===== config.mk =====
export PLATFORM = sky130hd
export DESIGN_NAME = intermout_sig_compactor
export DESIGN_NICKNAME = d
export VERILOG_FILES = /design/src/rtl/intermout_sig_compactor.sv
export SDC_FILE = /design/constraint.sdc
export NUM_CORES = 1
export LEC_CHECK = 0
export ABC_AREA = 1
export ABC_CLOCK_PERIOD_IN_PS = 1650
export CAP_MARGIN = 20
export CORE_ASPECT_RATIO = 0.7
export CORE_MARGIN = 2
export CORE_UTILIZATION = 40
export DETAILED_ROUTE_END_ITERATION = 10
export GPL_TIMING_DRIVEN = 1
export PLACE_DENSITY_LB_ADDON = 0.2
export SLEW_MARGIN = 10
export SYNTH_ARGS = -nofsm -noshare
export SYNTH_HDL_FRONTEND = slang
export SYNTH_SLANG_ARGS = --single-unit
export TNS_END_PERCENT = 1

===== constraint.sdc =====
create_clock -name clk -period 1.65 [get_ports clk]
set_clock_uncertainty 0.2 [all_clocks]
set_input_delay 0.2475 -clock clk [delete_from_list [all_inputs] [get_ports clk]]
set_output_delay 0.2475 -clock clk [all_outputs]
set_load 0.02 [all_outputs]

===== src/rtl/intermout_sig_compactor.sv =====
// intermout_sig_compactor
// Response compactor: folds accepted samples into a MISR signature, counts
// them, and after NSAMP samples compares the signature with exp_sig.
// Optional feature macro: SIGCMP_TIMEOUT_EN adds a stall counter that aborts
// a run after TIMEOUT consecutive cycles in RUN without an accept.
//
// Handshake: a sample transfers on a rising clk edge where in_valid and
// in_ready are both high; in_ready is high only in RUN and never depends
// on in_valid in the same cycle.
module intermout_sig_compactor #(
    parameter int                 WIDTH   = 8,
    parameter int                 NSAMP   = 16,
    parameter logic [WIDTH-1:0]   POLY    = 'h1D,
    parameter logic [WIDTH-1:0]   SEED    = '0,
    parameter int                 TIMEOUT = 255
) (
    input  logic                       clk,
    input  logic                       reset,
    input  logic                       start,
    input  logic                       in_valid,
    output logic                       in_ready,
    input  logic [WIDTH-1:0]           in_data,
    input  logic [WIDTH-1:0]           exp_sig,
    output logic [WIDTH-1:0]           sig,
    output logic [$clog2(NSAMP+1)-1:0] count,
    output logic                       busy,
    output logic                       done,
    output logic                       pass,
    output logic                       timeout,
    output logic [1:0]                 state_dbg
);

    localparam int CW = $clog2(NSAMP+1);
    localparam logic [CW-1:0] LAST = CW'(NSAMP-1);

    typedef enum logic [1:0] {
        IDLE  = 2'd0,
        RUN   = 2'd1,
        CHECK = 2'd2,
        DONE  = 2'd3
    } state_t;

    state_t           state;
    logic             accept;
    logic [WIDTH-1:0] sig_next;

    assign state_dbg = state;
    assign accept    = in_valid & in_ready;

    // Next MISR value: shift left, fold in taps when the MSB falls out, xor the sample
    always_comb begin
        sig_next = {sig[WIDTH-2:0], 1'b0} ^ (sig[WIDTH-1] ? POLY : '0) ^ in_data;
    end

`ifdef SIGCMP_TIMEOUT_EN
    localparam int SW = $clog2(TIMEOUT+1);
    localparam logic [SW-1:0] STALL_LIM = SW'(TIMEOUT);

    logic [SW-1:0] stall;
    logic          timeout_r;

    assign timeout = timeout_r;
`else
    assign timeout = 1'b0;
`endif

    // Run control FSM; every output is a register updated alongside the state
    always_ff @(posedge clk) begin
        if (reset) begin
            state    <= IDLE;
            sig      <= SEED;
            count    <= '0;
            in_ready <= 1'b0;
            busy     <= 1'b0;
            done     <= 1'b0;
            pass     <= 1'b0;
`ifdef SIGCMP_TIMEOUT_EN
            stall     <= '0;
            timeout_r <= 1'b0;
`endif
        end else begin
            case (state)
                IDLE, DONE: begin
                    if (start) begin
                        state    <= RUN;
                        sig      <= SEED;
                        count    <= '0;
                        done     <= 1'b0;
                        pass     <= 1'b0;
                        in_ready <= 1'b1;
                        busy     <= 1'b1;
`ifdef SIGCMP_TIMEOUT_EN
                        stall     <= '0;
                        timeout_r <= 1'b0;
`endif
                    end
                end
                RUN: begin
`ifdef SIGCMP_TIMEOUT_EN
                    if (stall == STALL_LIM) begin
                        // Abort: sig and count freeze where they are
                        state     <= DONE;
                        done      <= 1'b1;
                        pass      <= 1'b0;
                        timeout_r <= 1'b1;
                        in_ready  <= 1'b0;
                        busy      <= 1'b0;
                    end else if (accept) begin
                        stall <= '0;
                        sig   <= sig_next;
                        count <= count + 1'b1;
                        if (count == LAST) begin
                            state    <= CHECK;
                            in_ready <= 1'b0;
                        end
                    end else begin
                        stall <= stall + 1'b1;
                    end
`else
                    if (accept) begin
                        sig   <= sig_next;
                        count <= count + 1'b1;
                        if (count == LAST) begin
                            state    <= CHECK;
                            in_ready <= 1'b0;
                        end
                    end
`endif
                end
                CHECK: begin
                    state <= DONE;
                    pass  <= (sig == exp_sig);
                    done  <= 1'b1;
                    busy  <= 1'b0;
                end
                default: state <= IDLE;
            endcase
        end
    end

endmodule


==> summary.txt <==
Run status
  – Status: completed

Global routing
  – First-pass GRT wire length: 4864 microns
  – Initial antenna violation count: 0
  – Global route overflow: 0
  – Tot GR Track Use: 18.83%
  – Largest net degree at the start of global routing: 12
  – Number of global-route vias before repair: 1095

Floorplan
  – Die extent in y: 49.30 microns
  – Die Wd: 68.71 microns
  – Die ar.: 0.003387 sq mm
  – Num rows: 16
  – Initial Util: 41.83%
  – IO Pins: 40
  – Core area: 0.002803 sq mm

Pwr
  – Pwr Density: 1145 mW/mm^2
  – Lkg Pwr: 0.9645 nW
  – VDD IR-drop max: 0.4763 mV

Synthesis
  – Yosys synthesis warning count: 0
  – Sequential fraction of the synthesis area: 32.44%
  – Synth area leader: dfxtp_1
  – Synthesized area: 0.001172 sq mm
  – Post-synth top area share: 32.44%
  – Mean Syn Cell Area: 6.043 sq um
  – Syn Inst Count: 194
  – Syn nets: 219
  – Synth area leaders: dfxtp_1, nand2_1, inv_1
  – Yosys reg bits: 19
  – Synth cell types: 20

Setup path
  – Required @ worst endpoint: 1610 ps
  – Critical Path AT: 1550 ps
  – Crit. End Element: flip-flop
  – Setup crit start kind: flip-flop
  – Worst-path fanout max: 3
  – Critical path class: reg2reg

Route
  – WL/cell: 10.81 microns
  – Vias: 1250
  – Remaining antenna violation count after routing: 0
  – DRC viols: 0
  – Vias/cell: 4.464
  – Drt first pass iters: 5
  – 1st-iter DRT viols: 45
  – Final wirelength: 3026 microns

Placed design
  – GPL Wtd Cong: 0.7834
  – Post-DP HPWL: 2186 microns
  – Dpl cell area: 0.001678 sq mm
  – # port buffers: 38
  – Dpl cells: 276

Clocking
  – CTS Buf Count: 3
  – CTS hold repair buffers: 0
  – TritonCTS clock tree: done
  – H-Tree Depth: 1
  – Clock transition at the registers of the reported paths: 80 ps
  – Num Clock Sinks: 19
  – CTS root buf: clkbuf_8
  – Latest clock arrival within the worst-skew pair: 260 ps
  – Max clock buf depth: 2

Timing
  – RSZ-0062 raised after global routing: yes
  – Minimum clock period: 1596 ps
  – Highest clock rate: 626.7 MHz
  – Hold Slack: 286.1 ps
  – Final setup fails: 0
  – Final Max Slew Viols: 0
  – Final hold violations: 0
  – Period utilization: 96.71%

Layout
  – Commonest non-fill, non-tap cells in the layout: nand2_1, inv_1, clkdlybuf4s50_1
  – Non-Filler Instances: 280
  – Nets: 270
  – Diodes inserted: 0
  – Area growth, synth to finish: 53.68%
  – Post-route cell area: 0.001802 sq mm
  – Layout fillers: 263
  – Commonest non-fill, non-tap cell in the layout: nand2_1
  – Layout cells sized above 1: 15.98%
  – Final Util: 64.29%

Run
  – Max cap viols: 0

Min path
  – Worst Hold Class: reg2reg
==> worst paths after layout <==
check / start / end / cells past startpoint / slack, ps
worst min-delay path: busy / busy / 2 / 290
worst max-delay path: count[1] / in_ready / 9 / 50
worst min register to register: busy / busy / 2 / 290
worst max register to register: count[1] / in_ready / 9 / 50
==> critical path, stage by stage (launching register included) <==
cell and delay, ps:
dfxtp_2 360, ha_4 150, nand2_2 50, nor2_2 110, ha_2 200, inv_2 50, o21ai_2 120, nand2_1 70
a21oi_2 130, nor2_1 40
==> power by group <==
part / switching (mW) / internal [mW] / leakage (nW)
registers: 0.0544 / 0.527 / 0.156
clock network: 0.164 / 0.168 / 0.0255
logic: 0.683 / 0.468 / 0.783
total: 0.901 / 1.16 / 0.965
==> per-stage QoR <==
stage | setup slack [ps] | setup TNS, ps | total power, mW
2_1_floorplan | 46.71 | 0 | 1.249
3_5_place_dp | -2.879 | -5.320 | 1.549
6_report | 54.24 | 0 | 2.064
3_3_place_gp | -13.10 | -20.29 | 1.543
4_1_cts | 2.043 | 0 | 1.846
5_1_grt | -36.82 | -144.1 | 2.232
==> state kept, by name (all words and copies together), names as in the netlist <==
signal / count
in_ready: 1
sig: 8
busy: 1
count: 5
pass: 1
done: 1
state_dbg: 2
==> kinds of logic (layout without fill, tap and decap cells) <==
family / after synthesis / after routing / synth area share [%]
buf+inv: 38 / 88 / 13.23
compound gates: 19 / 19 / 8.325
fa+ha+maj: 5 / 5 / 5.336
other cells: 1 / 1 / 0.3199
flops: 19 / 19 / 32.44
simple gates: 106 / 106 / 35.86
xor+xnor: 6 / 6 / 4.482
==> what timing repair did <==
item	4_1_cts	5_1_grt
gates resized for setup	14	30
setup endpoints to repair	14	21
buffers inserted	0	0
pin swaps	0	9
==> synthesized netlist by cell type <==
cell type and number:
a21oi_1 14, buf_4 1, buf_6 1, clkbuf_1 1, clkbuf_2 1, conb_1 1, dfxtp_1 19, ha_1 5
inv_1 33, inv_2 1, nand2_1 73, nand2_2 1, nand3_1 9, nand3b_1 1, nor2_1 20, nor2_2 1
o21ai_0 4, o21bai_1 1, or2_2 1, xor2_1 6
==> routing by layer <==
metal | up-vias | GRT usage (%) | part of all wire (%)
met3 | 2 | 5.543 | 6.3
met1 | 541 | 28.79 | 52
met4 | 0 | 2.941 | 0.40
li1 | 677 | - | -
met2 | 30 | 26.28 | 41
met5 | - | 0 | 0
==> layout make-up <==
type / count / area (sq um) / share of cell area, %
clock buffers: 3 / 41.29 / 2.292
clock inverters: 1 / 5.005 / 0.2778
inverters: 34 / 130.1 / 7.222
multi-input cells: 137 / 723.2 / 40.14
flip-flops and latches: 19 / 387.9 / 21.53
well taps: 36 / 45.04 / 2.500
repair buffers: 50 / 469.2 / 26.04
No activity file was read; power rests on OpenSTA's default activity.
